## src/rtl/lg_pkg.sv

```systemverilog
// Shared types, gate bit positions and golden truth function for the logicgates self-test.
package lg_pkg;

  typedef enum logic [1:0] {StIdle, StSettle, StCheck, StDone} lg_state_e;

  localparam int unsigned IDX_AND  = 0;
  localparam int unsigned IDX_OR   = 1;
  localparam int unsigned IDX_NOT  = 2;
  localparam int unsigned IDX_XOR  = 3;
  localparam int unsigned IDX_XNOR = 4;
  localparam int unsigned IDX_NAND = 5;
  localparam int unsigned IDX_NOR  = 6;

  localparam int unsigned NUM_VECTORS = 4;

  function automatic logic [6:0] lg_golden(input logic i1, input logic i2);
    logic [6:0] g;
    g           = '0;
    g[IDX_AND]  = i1 & i2;
    g[IDX_OR]   = i1 | i2;
    g[IDX_NOT]  = ~i1;
    g[IDX_XOR]  = i1 ^ i2;
    g[IDX_XNOR] = ~(i1 ^ i2);
    g[IDX_NAND] = ~(i1 & i2);
    g[IDX_NOR]  = ~(i1 | i2);
    return g;
  endfunction

endpackage

```

## src/rtl/lg_settle_cnt.sv

```systemverilog
// Loadable down-counter with zero flag; holds at zero instead of wrapping.
module lg_settle_cnt #(
  parameter int unsigned Width = 8
) (
  input  logic             clk,
  input  logic             rst_n,
  input  logic             load,
  input  logic [Width-1:0] load_val,
  input  logic             dec,
  output logic [Width-1:0] cnt,
  output logic             zero
);

  always_ff @(posedge clk or negedge rst_n) begin
    if (!rst_n) begin
      cnt <= '0;
    end else if (load) begin
      cnt <= load_val;
    end else if (dec && (cnt != '0)) begin
      cnt <= cnt - 1'b1;
    end
  end

  assign zero = (cnt == '0);

endmodule

```

## src/rtl/logicgates_bist.sv

```systemverilog
// Self-test driver/checker for the two-input logicgates block.
// Optional first-failure capture ports are enabled by defining LGBIST_FAILCAP_EN.
module logicgates_bist
  import lg_pkg::*;
#(
  parameter int unsigned SETTLE_CYCLES = 2
) (
  input  logic       clk,
  input  logic       rst_n,
  input  logic       start,
  output logic       i1,
  output logic       i2,
  input  logic [6:0] o_vec,
  output logic       busy,
  output logic       done,
  output logic       pass,
  output logic [2:0] err_count,
  output logic [6:0] gate_fail
`ifdef LGBIST_FAILCAP_EN
  ,
  output logic       first_fail_valid,
  output logic [1:0] first_fail_idx,
  output logic [6:0] first_fail_obs
`endif
);

  localparam logic [7:0] SettleLoad = 8'(SETTLE_CYCLES - 1);
  localparam logic [1:0] LastIdx    = 2'(NUM_VECTORS - 1);

  lg_state_e  state_q, state_d;
  logic [1:0] vec_idx_q;
  logic [7:0] cnt;
  logic       cnt_zero;
  logic       accept, cnt_load, cnt_dec, do_check, last_vec;
  logic [6:0] mismatch;
  logic [2:0] err_next;

  lg_settle_cnt #(
    .Width(8)
  ) u_settle_cnt (
    .clk     (clk),
    .rst_n   (rst_n),
    .load    (cnt_load),
    .load_val(SettleLoad),
    .dec     (cnt_dec),
    .cnt     (cnt),
    .zero    (cnt_zero)
  );

  always_ff @(posedge clk or negedge rst_n) begin
    if (!rst_n) state_q <= StIdle;
    else        state_q <= state_d;
  end

  always_comb begin
    state_d = state_q;
    unique case (state_q)
      StIdle, StDone: if (start) state_d = StSettle;
      StSettle:       if (cnt_zero) state_d = StCheck;
      StCheck:        state_d = last_vec ? StDone : StSettle;
      default:        state_d = StIdle;
    endcase
  end

  always_comb begin
    accept   = start && ((state_q == StIdle) || (state_q == StDone));
    do_check = (state_q == StCheck);
    last_vec = (vec_idx_q == LastIdx);
    cnt_dec  = (state_q == StSettle);
    cnt_load = accept || (do_check && !last_vec);
  end

  // Golden comes from the registered drive, so it matches what the gates actually see.
  assign mismatch = o_vec ^ lg_golden(i1, i2);
  assign err_next = err_count + {2'b00, |mismatch};

  always_ff @(posedge clk or negedge rst_n) begin
    if (!rst_n) begin
      i1        <= 1'b0;
      i2        <= 1'b0;
      vec_idx_q <= '0;
      busy      <= 1'b0;
      done      <= 1'b0;
      pass      <= 1'b0;
      err_count <= '0;
      gate_fail <= '0;
    end else if (accept) begin
      i1        <= 1'b0;
      i2        <= 1'b0;
      vec_idx_q <= '0;
      busy      <= 1'b1;
      done      <= 1'b0;
      pass      <= 1'b0;
      err_count <= '0;
      gate_fail <= '0;
    end else if (do_check) begin
      gate_fail <= gate_fail | mismatch;
      err_count <= err_next;
      if (last_vec) begin
        busy <= 1'b0;
        done <= 1'b1;
        pass <= (err_next == '0);
      end else begin
        vec_idx_q  <= vec_idx_q + 2'd1;
        {i1, i2}   <= vec_idx_q + 2'd1;
      end
    end
  end

`ifdef LGBIST_FAILCAP_EN
  always_ff @(posedge clk or negedge rst_n) begin
    if (!rst_n) begin
      first_fail_valid <= 1'b0;
      first_fail_idx   <= '0;
      first_fail_obs   <= '0;
    end else if (accept) begin
      first_fail_valid <= 1'b0;
      first_fail_idx   <= '0;
      first_fail_obs   <= '0;
    end else if (do_check && (mismatch != '0) && !first_fail_valid) begin
      first_fail_valid <= 1'b1;
      first_fail_idx   <= vec_idx_q;
      first_fail_obs   <= o_vec;
    end
  end
`endif

endmodule

```

## config.mk

```make
export PLATFORM = sky130hd
export DESIGN_NAME = logicgates_bist
export DESIGN_NICKNAME = d
export VERILOG_FILES = /design/src/rtl/lg_pkg.sv /design/src/rtl/lg_settle_cnt.sv /design/src/rtl/logicgates_bist.sv
export SDC_FILE = /design/constraint.sdc
export NUM_CORES = 1
export LEC_CHECK = 0
export BUFFER_PORTS_ARGS = -buffer_cell sky130_fd_sc_hd__buf_4
export CAP_MARGIN = 20
export CELL_PAD_IN_SITES_DETAIL_PLACEMENT = 0
export CELL_PAD_IN_SITES_GLOBAL_PLACEMENT = 2
export CORE_ASPECT_RATIO = 1.75
export CORE_MARGIN = 5
export CORE_UTILIZATION = 30
export DETAILED_ROUTE_END_ITERATION = 8
export GPL_TIMING_DRIVEN = 0
export PLACE_DENSITY_LB_ADDON = 0.1
export SKIP_LAST_GASP = 1
export SLEW_MARGIN = 30
export SYNTH_ARGS = -nofsm -noshare
export SYNTH_HDL_FRONTEND = slang
export SYNTH_SLANG_ARGS = --single-unit
```

## constraint.sdc

```tcl
create_clock -name clk -period 2.2 [get_ports clk]
set_input_delay 0.22 -clock clk [delete_from_list [all_inputs] [get_ports clk]]
set_output_delay 0.22 -clock clk [all_outputs]
set_load 0.01 [all_outputs]
```

* After elaboration in Yosys (flattened, before gate mapping) *
Index checks and enable logic that the tools add are counted.

cells by class
  divide/modulo/power cells = 0
  muxes and demuxes = 28
  $add $sub $neg = 3
  order comparisons = 0
  reduce and logical (&&, ||, !) cells = 18
  multiply operators = 0
  bitwise operators = 9
  eq/ne operators = 7
  shifts and indexed selects = 0

operator list
  kind                 count
  $mux 8               2
  $mux 1               15
  $mux 7               2
  $mux 2               6
  $logic_not 8->1      1
  $reduce_bool 8->1    1
  $sub 8x1->8 const B  1
  $or 7x7->7           1
  $reduce_or 7->1      1
  $xor 7x7->7          1
  $eq 2x2->1 const B   3
  $mux 3               2
  $ne 2x2->1 const B   3
  $pmux 2 s3           1
  $reduce_and 2->1     3
  $reduce_bool 2->1    3
  $not 1->1            4
  $add 3x1->3          1
  $logic_and 1x1->1    3
  $logic_not 3->1      1
  $add 2x1->2 const B  1
  $eq 2x1->1 const B   1
  $logic_not 2->1      1
  $logic_or 1x1->1     2
  other kinds (5)      5

word-level totals
  bits of input ports = 10
  logic and storage cells = 75
  output and inout bits = 15
  memory bits (writable) = 0
  bits in read-only memories = 0
  register bits after elaboration = 27
  latch bits = 0
  memories = 0

* Longest topological paths before layout *
  depth after elaboration = 9
  gate-level depth with buffers = 10
  depth with buffers taken out = 10

* Cells and area by module *
Synthesis repeated with hierarchy kept, for this count alone.

second synthesis, totals
  cells, all modules = 151
  area, all modules = 1456.4 µm²

modules (own cells, without submodules)
  module           area each (µm²)  sequential area each (µm²)  times used  cells an instance
  logicgates_bist  928.4            425.4                       1           93
  lg_settle_cnt    528.0            200.2                       1           58

* Worst setup path before layout *
No wires, ideal clock.

  path kind = reg2reg
  from = register i1
  to = register pass
  cell stages (with the launch flop) = 10
  buffers on the path = 0
  slack = -0.157 ns
  period minus slack after synthesis = 2.357 ns
  arrival = 2.279 ns
  cell sequence = dfrtp_1 -> inv_1 -> ha_1 -> nand2b_1 -> mux2i_1 -> nand4_1 -> ha_1 -> ha_1 -> or4_1 -> a21oi_1

on the way
  longest elaborated chain between the ends = 9
  elaborated cells between the ends (all ways) = 14

ends and longest elaborated chain
  item                                 line                                      source
  start, declared                      logicgates_bist.sv:11                     output logic i1,
  start signal, assigned               logicgates_bist.sv:105                    {i1, i2} <= vec_idx_q + 2'd1;
  $xor 1x1->1 (tied with other cells)  lg_pkg.sv:22, lg_pkg.sv:23
  $not 1->1, on equally long branches  lg_pkg.sv:23, lg_pkg.sv:24, lg_pkg.sv:25
  $xor 7x7->7 *                        logicgates_bist.sv:74                     assign mismatch = o_vec ^ lg_golden(i1, i2);
  $reduce_or 7->1 *                    logicgates_bist.sv:75                     assign err_next = err_count + {2'b00, |mismatch};
  $add 3x1->3 *                        logicgates_bist.sv:75
  $logic_not 3->1 *                    logicgates_bist.sv:102                    pass <= (err_next == '0);
  $mux 1 *                             logicgates_bist.sv:99                     if (last_vec) begin
  $mux 1 *                             logicgates_bist.sv:96                     end else if (do_check) begin
  $mux 1 *                             logicgates_bist.sv:87                     end else if (accept) begin
  end signal, assigned                 logicgates_bist.sv:102
  end, declared                        logicgates_bist.sv:16                     output logic pass,

Every way passes the cells marked *; elsewhere a longest branch is shown, timed or not. The select of a mux whose other input is x is not followed.
A chain may end at the register's enable or synchronous reset.

* Final worst setup path *
  from = register vec_idx_q[0]
  to = register pass

on the way
  longest elaborated chain between the ends = 3

ends and longest elaborated chain
  item                                line                    source
  start, declared                     logicgates_bist.sv:31   logic [1:0] vec_idx_q;
  start signal, assigned              logicgates_bist.sv:104  vec_idx_q <= vec_idx_q + 2'd1;
  $eq 2x2->1                          logicgates_bist.sv:68   last_vec = (vec_idx_q == LastIdx);
  $reduce_bool 2->1 (no source line)  n/a
  $reduce_and 2->1 (no source line)   n/a

No other way between the ends.

==> impl_metrics.json <==
{
  "reg2reg_slack_ps": -90,
  "min_period_over_period": 1.041,
  "synth_area_mm2": 0.001384,
  "setup_slack_ps": -89.53,
  "synth.area.top_cells": "dfrtp_1, ha_1, mux2i_1",
  "synth_ff_type": "dfrtp_1",
  "power.internal_w": 0.001319,
  "vias": 1135,
  "crit_required_ps": 2390,
  "yosysTopAreaCellShare": 0.4521,
  "grt_pass1_wl_um": 5892,
  "antenna_left": 0,
  "ys_seq_area_frac": 0.4521,
  "outcome": "finished with violations",
  "first_pass_iters": 4,
  "max_clock_freq_mhz": 436.8,
  "switching_share": 0.4119,
  "post_drt_wl_per_cell_um": 15.17,
  "crit_type": "flop to flop",
  "yosysMostFrequentCell": "dfrtp_1",
  "reg2reg_depth": 9,
  "nets": 196,
  "crit_fanout": 4,
  "placedCellCount": 218,
  "ys_top_cells_by_count": "dfrtp_1, nor2_1, a21oi_1",
  "first_global_vias": 1234,
  "period_minus_slack_ps": 2290,
  "holdWs_ps": 236.9,
  "utilization": 0.3972,
  "final_area_mm2": 0.001765,
  "drc_errors": 0,
  "core_mm2": 0.004444,
  "vias_per_cell": 4.978,
  "ys.warnings.count": 0,
  "skew_ps": 6.602,
  "start_util": 0.3114,
  "async_reset_ff_frac": 1.000,
  "cts.clk_slew.worst_paths_ps": 90,
  "maxCapViolations": 0,
  "powerDensity_mw_per_mm2": 1271,
  "fin_tns_setup_ps": -89.53,
  "drive_gt1_frac": 0.2712,
  "ys_types": 35,
  "peakVddDrop_uv": 475.8,
  "dp_hpwl_um": 2562,
  "endpoint": "pass",
  "htree_levels": 1,
  "r2r_start": "vec_idx_q[0]",
  "synth_edf_count": 0,
  "syn2layout_area_growth_pct": 27.58,
  "combPwrFrac": 0.539,
  "violations": "negative setup slack",
  "die_height_um": 99.85,
  "endpoint_kind": "flop",
  "io_pins": 25,
  "hold_viol_final": 0,
  "cts_root_buf": "clkbuf_8",
  "portBuffers": 24,
  "slew_headroom": 0.4458,
  "cts_inserted_buffers": 3,
  "seq_power_share": 0.340,
  "drtIter0Drc": 30,
  "die_x_um": 61.34,
  "leakage_nw": 0.8273,
  "worstMarginPinSlew_ps": 822.6,
  "synth_fp_nets": 161,
  "die_area_mm2": 0.006124,
  "synth.avg_cell_area_um2": 9.677,
  "antenna_found_initial": 0,
  "place_area_mm2": 0.001654,
  "worstPathArrival_ps": 2480,
  "setup_violations": 1,
  "p_sw_w": 0.0009242,
  "grt_max_degree": 26,
  "cts_num_sinks": 25,
  "hold_path_class": "input pin to flop",
  "rsz0062_at_grt": "true",
  "grtUsageTotal": 0.1260,
  "wirelength_um": 3458,
  "fin_cells": 228,
  "clk_latency_ps": 270,
  "yosys.area.top_type": "dfrtp_1",
  "drv_slew": 0,
  "antennaDiodeCount": 0,
  "ys_seq_elements": 25,
  "crit_path_start_kind": "flop",
  "cts_tree": "done",
  "overflow": 0,
  "gp_congestion": 0.7449,
  "pwr-share-clk": 0.121,
  "r2r_end": "pass",
  "clk_path_buf_depth": 2,
  "critPathLaunch": "vec_idx_q[0]",
  "hold_start": "start",
  "fp-row-count": 32,
  "synthesis.instances": 143
}
==> area by class of cell <==
class,count,area [um2]
multi-input combinational,104,744.5
clock buffer,4,45.04
buffer,5,22.52
fill,460,2679
inverter,9,33.78
timing repair buffer,30,227.7
sequential,25,628.1
tap,51,63.81
==> stage by stage <==
step | setup slack (ps) | power [W]
after floorplan | 8.474 | 0.001536
after global placement | -215.1 | 0.001907
after detailed placement | -220.8 | 0.001932
after CTS | -175.2 | 0.002287
after global routing | -194.5 | 0.002461
final | -89.53 | 0.002244
==> what timing repair did <==
item	CTS	global route
pin swaps	5	3
hold buffers	1	0
setup endpoints to repair	1	1
endpoints found under the hold margin	25	0
buffers inserted	5	0
resized for setup	2	2
==> layout by cell type, fill, tap and decap left out, drive strengths merged, types with 4 or more instances in the layout <==
master   n
a21oi   13
buf     30
clkbuf   8
dfrtp   25
ha       8
inv      9
mux2i    7
nand2   10
nand2b   6
nor2    15
nor3     5
o21ai    4
xor2     6
==> power groups by stage <==
stage          Combinational, W  Clock, W  Sequential, W
3_5_place_dp            0.00116         0       0.000775
4_1_cts                 0.00123  0.000290       0.000763
3_3_place_gp            0.00114         0       0.000768
5_1_grt                 0.00136  0.000312       0.000786
6_report                0.00121  0.000271       0.000763
2_1_floorplan          0.000759         0       0.000777
==> kinds of logic after synthesis <==
| kind of cell | synth area share |
|---|---|
| buffers and inverters | 0.03797 |
| AO/OA/AOI/OAI | 0.1320 |
| adder cells (fa/ha/maj) | 0.07234 |
| XOR/XNOR | 0.05063 |
| multiplexers | 0.05877 |
| AND/OR/NAND/NOR | 0.1962 |
| flip-flops | 0.4521 |
==> how the worst min path moves through the flow <==
| stage | slack [ps] | depth (start not counted) | to |
|---|---|---|---|
| final | 240 | 3 | busy |
| after global routing | 240 | 3 | busy |
| after CTS | 220 | 3 | busy |
| after detailed placement | 160 | 1 | u_settle_cnt.cnt[6] |
| after global placement | 150 | 1 | state_q[0] |
| after floorplan | -80 | 0 | busy |
==> routing by layer <==
metal / vias to the layer above / track usage / routed length, um
li1: 564 / - / -
met1: 557 / 0.1468 / 1332
met2: 12 / 0.2292 / 2040
met3: 2 / 0.01673 / 55
met4: 0 / 0.03758 / 29
met5: - / 0 / 0
==> state kept, by name (all words and copies together) (netlist names) <==
register	cells
busy	1
done	1
err_count	3
gate_fail	7
i1	1
pass	1
state_q	2
u_settle_cnt.cnt	8
vec_idx_q	1
==> critical path, cell delays in order, from the launching register on <==
cell	delay [ps]
dfrtp_2	440
inv_2	80
ha_4	210
nand2b_4	140
mux2i_2	150
nand4_1	140
ha_2	220
ha_4	210
or4_1	490
a21oi_1	120
No activity file was read; power rests on OpenSTA's default activity.
